$ cat config.mk
export PLATFORM = sky130hd
export DESIGN_NAME = rgb2gray_stream
export DESIGN_NICKNAME = d
export VERILOG_FILES = /design/src/rtl/rgb2gray_stream.sv
export SDC_FILE = /design/constraint.sdc
export NUM_CORES = 1
export LEC_CHECK = 0
export BUFFER_PORTS_ARGS = -buffer_cell sky130_fd_sc_hd__buf_2
export CORE_AREA = 2 2 160 162
export CTS_BUF_LIST = sky130_fd_sc_hd__clkbuf_16
export DETAILED_ROUTE_END_ITERATION = 12
export DIE_AREA = 0 0 162 164
export SETUP_SLACK_MARGIN = 0.02
export SYNTH_ARGS = -nofsm -noshare
export SYNTH_HDL_FRONTEND = slang
export SYNTH_SLANG_ARGS = --single-unit
$ cat constraint.sdc
create_clock -name ap_clk -period 4.2 [get_ports ap_clk]
set_input_delay 0.42 -clock ap_clk [delete_from_list [all_inputs] [get_ports ap_clk]]
set_output_delay 0.42 -clock ap_clk [all_outputs]
set_load 0.01 [all_outputs]
$ cat src/rtl/rgb2gray_stream.sv
// rtl/rgb2gray_stream.sv - streaming RGB888 to 8-bit luma converter, 3-stage global-stall pipeline
module rgb2gray_stream #(
  parameter int unsigned COEF_W = 14,
  parameter int unsigned COEF_R = 4899,
  parameter int unsigned COEF_G = 9617,
  parameter int unsigned COEF_B = 1868
) (
  input  logic        ap_clk,
  input  logic        ap_rst,
  input  logic [23:0] s_data,
  input  logic        s_user,
  input  logic        s_last,
  input  logic        s_valid,
  output logic        s_ready,
  output logic [7:0]  m_data,
  output logic        m_user,
  output logic        m_last,
  output logic        m_valid,
  input  logic        m_ready,
  output logic [15:0] frame_cnt
);
  localparam int unsigned PW = 8 + COEF_W;
  localparam int unsigned SW = 10 + COEF_W;
  localparam logic [PW-1:0] LP_CR = PW'(COEF_R);
  localparam logic [PW-1:0] LP_CG = PW'(COEF_G);
  localparam logic [PW-1:0] LP_CB = PW'(COEF_B);
  localparam logic [SW-1:0] LP_HALF = SW'(1) << (COEF_W - 1);

  logic          w_en;
  logic [7:0]    r_r, r_g, r_b;
  logic          r_u1, r_l1, r_v1;
  logic [PW-1:0] r_pr, r_pg, r_pb;
  logic          r_u2, r_l2, r_v2;
  logic [7:0]    r_m_data;
  logic          r_m_user, r_m_last, r_m_valid;
  logic [15:0]   r_frame_cnt;
  logic [SW-1:0] w_sum;
  logic [SW-1:0] w_y;
  logic [7:0]    w_y8;

  // One enable for every stage: a stalled output freezes the whole pipe, bubbles included.
  assign w_en    = ~r_m_valid | m_ready;
  assign s_ready = w_en;

  assign w_sum = SW'(r_pr) + SW'(r_pg) + SW'(r_pb) + LP_HALF;
  assign w_y   = w_sum >> COEF_W;
  assign w_y8  = (|w_y[SW-1:8]) ? 8'hFF : w_y[7:0];

  always_ff @(posedge ap_clk or posedge ap_rst) begin
    if (ap_rst) begin
      r_r         <= '0;
      r_g         <= '0;
      r_b         <= '0;
      r_u1        <= 1'b0;
      r_l1        <= 1'b0;
      r_v1        <= 1'b0;
      r_pr        <= '0;
      r_pg        <= '0;
      r_pb        <= '0;
      r_u2        <= 1'b0;
      r_l2        <= 1'b0;
      r_v2        <= 1'b0;
      r_m_data    <= '0;
      r_m_user    <= 1'b0;
      r_m_last    <= 1'b0;
      r_m_valid   <= 1'b0;
      r_frame_cnt <= '0;
    end else begin
      if (w_en) begin
        r_r       <= s_data[23:16];
        r_g       <= s_data[15:8];
        r_b       <= s_data[7:0];
        r_u1      <= s_user;
        r_l1      <= s_last;
        r_v1      <= s_valid;
        r_pr      <= PW'(r_r) * LP_CR;
        r_pg      <= PW'(r_g) * LP_CG;
        r_pb      <= PW'(r_b) * LP_CB;
        r_u2      <= r_u1;
        r_l2      <= r_l1;
        r_v2      <= r_v1;
        r_m_data  <= w_y8;
        r_m_user  <= r_u2;
        r_m_last  <= r_l2;
        r_m_valid <= r_v2;
      end
      if (r_m_valid & m_ready & r_m_user) begin
        r_frame_cnt <= r_frame_cnt + 16'd1;
      end
    end
  end

  assign m_data    = r_m_data;
  assign m_user    = r_m_user;
  assign m_last    = r_m_last;
  assign m_valid   = r_m_valid;
  assign frame_cnt = r_frame_cnt;
endmodule

Word-level counts from Yosys, hierarchy flattened
Cells that the tools add are included. W data, S select, Z words.

Flip-flop bits (word level): 117. Latch bits: 0. Bits in writable memories: 0. Memory bits (read-only): 0. Input bits: 30. Output and inout bits: 28. Memories kept: 0.

Add/sub/neg operators: 4. $mul: 3. Divide/modulo/power cells: 0. Order comparisons: 0. Eq/ne operators: 0. Shifts and indexed selects: 0. Muxes and demuxes: 1. Bitwise logic cells: 4. Reduce and logical (&&, ||, !) cells: 1.

Operator list (count): $add A23 B19 Y24 (1); $add A24 B14 Y24 const B (1); $add A21 B22 Y23 (1); $mul A8 B14 Y22 const B (1); $mul A8 B13 Y21 const B (1); $mul A8 B9 Y17 const B (1); $add A16 B1 Y16 const B (1); $mux W8 (1); $and A1 B1 Y1 (2); $reduce_or A2 Y1 (1); $not A1 Y1 (1); $or A1 B1 Y1 (1).

Logic depth before layout (Yosys ltp)
Gate-level depths: netlist (run 1).

Depth after elaboration: 5. Mapped depth: 16. Mapped depth without buffers: 16.

Worst setup path after synthesis (run 1)
OpenSTA, ideal clock, no wires.

Path kind: reg-to-reg. Start: reg r_b[2]. End: reg r_pb[18]. Arrival: 3.887 ns. Required time: 4.065 ns. Slack: 0.179 ns. Cell stages (with the launch flop): 16. Buffers on the path: 0. Period minus slack after synthesis: 4.021 ns. Cells stage by stage: dfrtp_1 -> inv_1 -> fa_1 -> inv_1 -> ha_1 -> fa_1 -> inv_1 -> fa_1 -> inv_1 -> ha_1 -> and3_1 -> a2111oi_2 -> o21ai_0 -> a31oi_1 -> xnor2_1 -> o21ai_0.

Cells in the longest elaborated chain, start to end: 1.

RTL lines: start, declared (line 30) `logic [7:0] r_r, r_g, r_b;`; start signal, assigned (line 72) `r_b <= s_data[7:0];`; $mul A8 B9 Y17 (line 78) `r_pb <= PW'(r_b) * LP_CB;`; end signal, assigned (line 78); end, declared (line 32) `logic [PW-1:0] r_pr, r_pg, r_pb;`.

Every way passes these cells. A chain may end at the register's enable or synchronous reset.

Final worst setup path (run 1)
Start: reg r_b[6]. End: reg r_pb[17].

Same word-level chain as after synthesis.

==> flow_metrics.py, run 1 <==
metrics = {
    "cells_and_area": {
        "n_antenna_cell": 0,
        "stdcell_count": 1468,
        "drive_gt1_frac": 0.131,
        "utilization": 0.461,
        "fillCellCount": 2405,
        "multi_input_area_um2": 6410,
        "synthToLayoutAreaGrowth_pct": 14.4,
        "register_area_um2": 2930,
        "nets": 1404,
    },
    "floorplan": {
        "start_util": 0.403,
        "rows": 58,
        "coreArea_um2": 24800,
        "die_h_um": 164,
        "die_area_um2": 26600,
        "fp.dieW_um": 162,
        "ioPinCount": 58,
    },
    "run": {
        "cap_violations": 0,
    },
    "detailed_routing": {
        "dr.first_iter.drc_count": 244,
        "routed_wl_um": 20200,
        "route.detailed.drc": 0,
        "avgViaCountPerCell": 4.83,
        "dr_total_vias": 7088,
        "wl_per_cell_um": 13.7,
        "detail-route-antenna-nets": 0,
        "first_pass_iters": 5,
    },
    "timing": {
        "max_clock_freq_mhz": 250,
        "max_slew.worst_pin.slew_ns": 0.945,
        "rsz0062_at_grt": "true",
        "timing.final.crit_share": 0.954,
        "period_needed_ns": 4.01,
        "finalMaxSlewViolations": 0,
        "finalSetupViolations": 0,
        "timing.final.hold_violations": 0,
        "slew_headroom": 0.370,
        "clock_skew_ns": 0.00953,
    },
    "grt": {
        "grt-ovfl-total": 0,
        "grt_usage": 0.165,
        "first_global_vias": 7278,
        "grt_max_degree": 75,
        "grt_pass1_wl_um": 35000,
        "grt_antenna_before_repair": 0,
    },
    "clock_network": {
        "cts_max_level": 4,
        "numCtsBuffers": 17,
        "clk_latency_ns": 0.43,
        "root_buffer": "clkbuf_16",
        "cts_tree": "yes",
        "clkSinkCount": 117,
        "clk_path_buf_depth": 2,
        "clk_pin_slew_ns": 0.07,
    },
    "critical_path": {
        "required_ns": 4.52,
        "slowest_stage": "fa_1",
        "cp.arrival_ns": 4.32,
        "path_common_cell": "ha_1",
        "cp_max_fo": 4,
        "worst-setup-path-type": "register to register",
        "slowest_delay_ns": 0.50,
        "end_kind": "register",
        "cp-start-kind": "register",
        "path_cells": "ha_1 > ha_1 > inv_1 > fa_1 > inv_1 > fa_1 > ha_1 > and3b_1 > o211ai_2 > a21boi_2 > o31ai_4 > a2111oi_2 > or3_1 > a31o_2",
    },
    "synth": {
        "synthesis.nets": 1330,
        "async_flop_share": 1.00,
        "synth.largest_area_cell": "dfrtp_1",
        "ys_seq_area_frac": 0.293,
        "synthTopCellsByArea": "dfrtp_1 29%, ha_1 24%, fa_1 12%",
        "avgSynthCellArea_um2": 9.51,
        "synth_edf_count": 0,
        "synth_area_um2": 10000,
        "synthDominantCellAreaShare": 0.293,
        "synth.distinct_cells": 61,
        "yosys_register_bits": 117,
        "synthCells": 1051,
        "yosysWarnings": 0,
        "synth_ff_type": "dfrtp_1",
    },
    "placement": {
        "portBuffers": 57,
        "gp_congestion": 0.838,
        "hpwl_um": 15700,
        "dpl.cell_count": 1434,
    },
    "outcome": {
        "outcome": "complete, no violations",
    },
    "hold_path": {
        "hp-class": "input port to register",
    },
}
cell usage after synthesis (11+ instances only):
| master | instances |
|---|---|
| dfrtp_1 | 117 |
| nor3_1 | 14 |
| nand3_1 | 11 |
| inv_1 | 177 |
| ha_1 | 188 |
| fa_1 | 61 |
| nor2_1 | 55 |
| xor2_1 | 28 |
| a21oi_1 | 53 |
| clkbuf_1 | 20 |
| nand2_1 | 133 |
| xnor2_1 | 30 |
| o21ai_0 | 54 |
sequential cells by signal (all words and copies together), names as in the netlist, 8 cells and up:
name       count
r_pg          22
r_pr          21
r_pb          17
frame_cnt     16
m_data         8
r_b            8
r_g            8
r_r            8
timing repair:
item                                    in CTS  in global routing
buffers inserted                             0                  2
endpoints found under the setup margin       1                  6
endpoints found under the hold margin        0                  0
pin swaps                                    0                  5
gates resized for setup                      1                 14
hold buffers                                 0                  0
placed cells by master, fill, tap and decap left out, types with 3 or more instances in the layout:
cell type and n:
fa_1 61, clkinvlp_4 3, xor2_1 28, o22a_1 5, a31oi_1 7, xnor2_1 30
ha_1 185, inv_6 6, or2_2 5, o21ai_0 53, nor3_1 14, o21a_1 4
nand3_1 11, dfrtp_1 116, a21o_1 4, nor2b_1 3, o21bai_1 5, buf_4 20
clkbuf_16 17, o31ai_1 5, clkinv_4 4, buf_2 57, a211o_1 3, a21oi_1 51
a21oi_2 4, nor2_1 55, o21ai_1 3, or3_1 5, and3_1 4, inv_1 176
nand2_1 133, nand4_1 9
worst max-delay path, delay by kind of cell, from the launching register on:
family | cells | cell delay, ns
buffers and inverters | 2 | 0.11
adders and majority gates | 5 | 1.93
AOI/OAI and AO/OA | 5 | 0.91
and+or+nand+nor | 2 | 0.52
DFF | 1 | 0.43
final timing paths:
path                               start       endpoint  slack [ns]  depth (start not counted)
setup / recovery                  r_b[6]       r_pb[17]        0.19                         14
hold / removal                    s_user           r_u1        0.18                          3
setup reg to reg                  r_b[6]       r_pb[17]        0.19                         14
hold reg to reg            frame_cnt[15]  frame_cnt[15]        0.46                          1
max in group asynchronous         ap_rst        r_pg[3]        3.10                          3
min in group asynchronous         ap_rst  frame_cnt[12]        0.22                          2
cells by family after synthesis:
group | Yosys count | share of synthesized area
mux | 1 | 0.00113
buf+inv | 200 | 0.0751
simple gates | 251 | 0.108
compound gates | 175 | 0.115
fa+ha+maj | 249 | 0.357
flops | 117 | 0.293
xor+xnor | 58 | 0.0508
per-stage QoR:
stage	instance area (um^2)	TNS (ns)	worst slack, ns	hold slack, ns
CTS	11300	0	0.0864	0.170
finish	11400	0	0.195	0.180
global route	11400	-0.0255	-0.0255	0.189
global placement	10800	0	0.127	0.440
detailed placement	10800	0	0.0403	0.451
floorplan	10000	0	0.179	0.430
layout make-up:
| type | count | share of cell area |
|---|---|---|
| clock buffers | 17 | 0.0372 |
| well taps | 330 | 0.0361 |
| multi-input cells | 734 | 0.561 |
| inverters | 178 | 0.0589 |
| flip-flops and latches | 117 | 0.256 |
| repair buffers | 77 | 0.0381 |
| clock inverters | 15 | 0.0127 |
per-layer routing:
layer,GRT usage,up-vias,part of all wire
li1,-,3624,-
met1,0.218,3372,0.49
met2,0.280,86,0.47
met3,0.0250,6,0.030
met4,0.0495,0,0.0055
met5,0,-,0
Power of run 1 is not shown: default switching activity piles up to over one toggle a cycle in this logic, so the estimate is an artifact.
==> inputs of run 2 (changes only) <==
==> constraint.sdc (replaced) <==
create_clock -name ap_clk -period 4.2 [get_ports ap_clk]
set_input_delay 0.42 -clock ap_clk [delete_from_list [all_inputs] [get_ports ap_clk]]
set_output_delay 0.42 -clock ap_clk [all_outputs]
set_load 0.05 [all_outputs]
==> run 2 against run 1 <==
Cell area up 0.49%. Via count down 0.85%. First-iteration DRC count down 2.5%. Critical path depth unchanged. Sequential share of layout area down 0.11 points. Routed wire length down 1.1%. Count of clock-buffer cells in the layout unchanged. Register-to-register slack about the same. Worst setup slack worse by 0.0088 ns. Die area unchanged. Core utilization up 0.23 points. Clock skew up 0.0014 ns.
==> flow_metrics.py, run 2 (synthesis results as in run 1) <==
metrics = {
    "detailed_routing": {
        "wl_per_cell_um": 13.6,
        "avgViaCountPerCell": 4.79,
        "detail-route-antenna-nets": 0,
        "route.detailed.drc": 0,
        "dr_total_vias": 7028,
        "routed_wl_um": 19900,
        "dr.first_iter.drc_count": 238,
        "first_pass_iters": 4,
    },
    "run": {
        "cap_violations": 0,
    },
    "grt": {
        "grt-ovfl-total": 0,
        "grt_usage": 0.164,
        "grt_antenna_before_repair": 0,
        "grt_pass1_wl_um": 34700,
        "grt_max_degree": 65,
        "first_global_vias": 7323,
    },
    "timing": {
        "finalMaxSlewViolations": 0,
        "setup_tns_ns": 0,
        "clock_skew_ns": 0.0109,
        "max_slew.worst_pin.slew_ns": 0.771,
        "timing.final.crit_share": 0.956,
        "max_clock_freq_mhz": 249,
        "rsz0062_at_grt": "false",
        "period_needed_ns": 4.01,
        "slew_headroom": 0.486,
        "finalSetupViolations": 0,
        "timing.final.hold_violations": 0,
    },
    "hold_path": {
        "hp-class": "input port to async pin",
    },
    "clock_network": {
        "clk_path_buf_depth": 2,
        "root_buffer": "clkbuf_16",
        "cts_tree": "yes",
        "ctsHoldBuffers": 0,
        "clk_latency_ns": 0.42,
        "numCtsBuffers": 17,
        "clkSinkCount": 117,
        "clk_pin_slew_ns": 0.06,
        "cts_max_level": 4,
    },
    "critical_path": {
        "cp_max_fo": 5,
        "required_ns": 4.51,
        "worst-setup-path-type": "register to register",
        "cp.arrival_ns": 4.33,
        "reg2regPathDepth": 14,
        "cp-start-kind": "register",
        "end_kind": "register",
    },
    "floorplan": {
        "start_util": 0.403,
        "fp.dieW_um": 162,
        "rows": 58,
        "coreArea_um2": 24800,
        "die_area_um2": 26600,
        "die_h_um": 164,
        "ioPinCount": 58,
    },
    "placement": {
        "portBuffers": 57,
        "gp_congestion": 0.830,
        "hpwl_um": 15600,
    },
    "cells_and_area": {
        "top_register": "r_pg",
        "top_regs": "r_pg x22, r_pr x21, r_pb x17",
        "synthToLayoutAreaGrowth_pct": 14.9,
        "n_antenna_cell": 0,
        "fillCellCount": 2400,
        "nets": 1403,
        "drive_gt1_frac": 0.135,
        "largest_reg_flops": 22,
        "layout_commonest_cell": "ha_1",
        "mostFrequentLayoutCells": "183 x ha_1, 176 x inv_1, 132 x nand2_1, 115 x dfrtp_1, 60 x fa_1",
    },
    "outcome": {
        "outcome": "complete, no violations",
    },
}
==> run 2: cell count changes in the layout (fill, tap and decap cells not counted), moves of 2 or more <==
cell / change
inv_6: +3
clkinvlp_4: -3
ha_4: +2
ha_1: -2
==> run 2: per-layer routing <==
layer	routed length, um	track usage	up-vias
met1	9710	0.215	3327
met3	435	0.0285	15
met2	9570	0.282	64
met4	224	0.0398	0
met5	0	0	-
li1	-	-	3622
==> run 2: worst max-delay path, cell delays in order, from the launching register on <==
cell	delay [ns]
dfrtp_1	0.37
buf_4	0.15
ha_1	0.29
ha_1	0.17
or2_2	0.30
fa_1	0.51
inv_1	0.05
fa_1	0.52
inv_1	0.06
ha_4	0.25
a21boi_2	0.18
o31ai_4	0.35
a2111oi_4	0.13
or3_1	0.32
a31o_2	0.24
==> run 2: timing repair <==
action	CTS	global route
setup endpoints to repair	0	8
buffers inserted	0	2
endpoints found under the hold margin	0	0
resized for setup	0	22
==> run 2: path summary, 6_finish.rpt <==
kind,from,slack [ns],endpoint
worst max-delay path,r_b[2],0.19,r_pb[17]
worst min-delay path,ap_rst,0.13,m_data[5]
worst max register to register,r_b[2],0.19,r_pb[17]
worst min register to register,r_v2,0.46,r_v2
max in group asynchronous,ap_rst,3.18,r_r[6]
min in group ap_clk,s_user,0.19,r_u1
==> run 2: stage by stage <==
stage	instances	hold WS [ns]	instance area, um^2	utilization	setup slack, ns
after floorplan	1051	0.430	10000	-	0.179
after global placement	1433	0.441	10800	0.433	0.122
after detailed placement	1433	0.449	10800	0.433	0.0588
after CTS	1465	0.169	11300	0.457	0.0621
after global routing	1467	0.181	11500	0.463	0.00444
final	1467	0.130	11500	0.463	0.186
==> run 2: layout make-up <==
| class | instances | area, um^2 | area share |
|---|---|---|---|
| inverters | 178 | 673 | 0.0586 |
| flip-flops and latches | 117 | 2930 | 0.255 |
| multi-input cells | 734 | 6460 | 0.563 |
| clock buffers | 17 | 425 | 0.0370 |
| well taps | 330 | 413 | 0.0359 |
| repair buffers | 76 | 428 | 0.0372 |
| clock inverters | 15 | 155 | 0.0135 |
Power of run 2 is left out for the same reason.
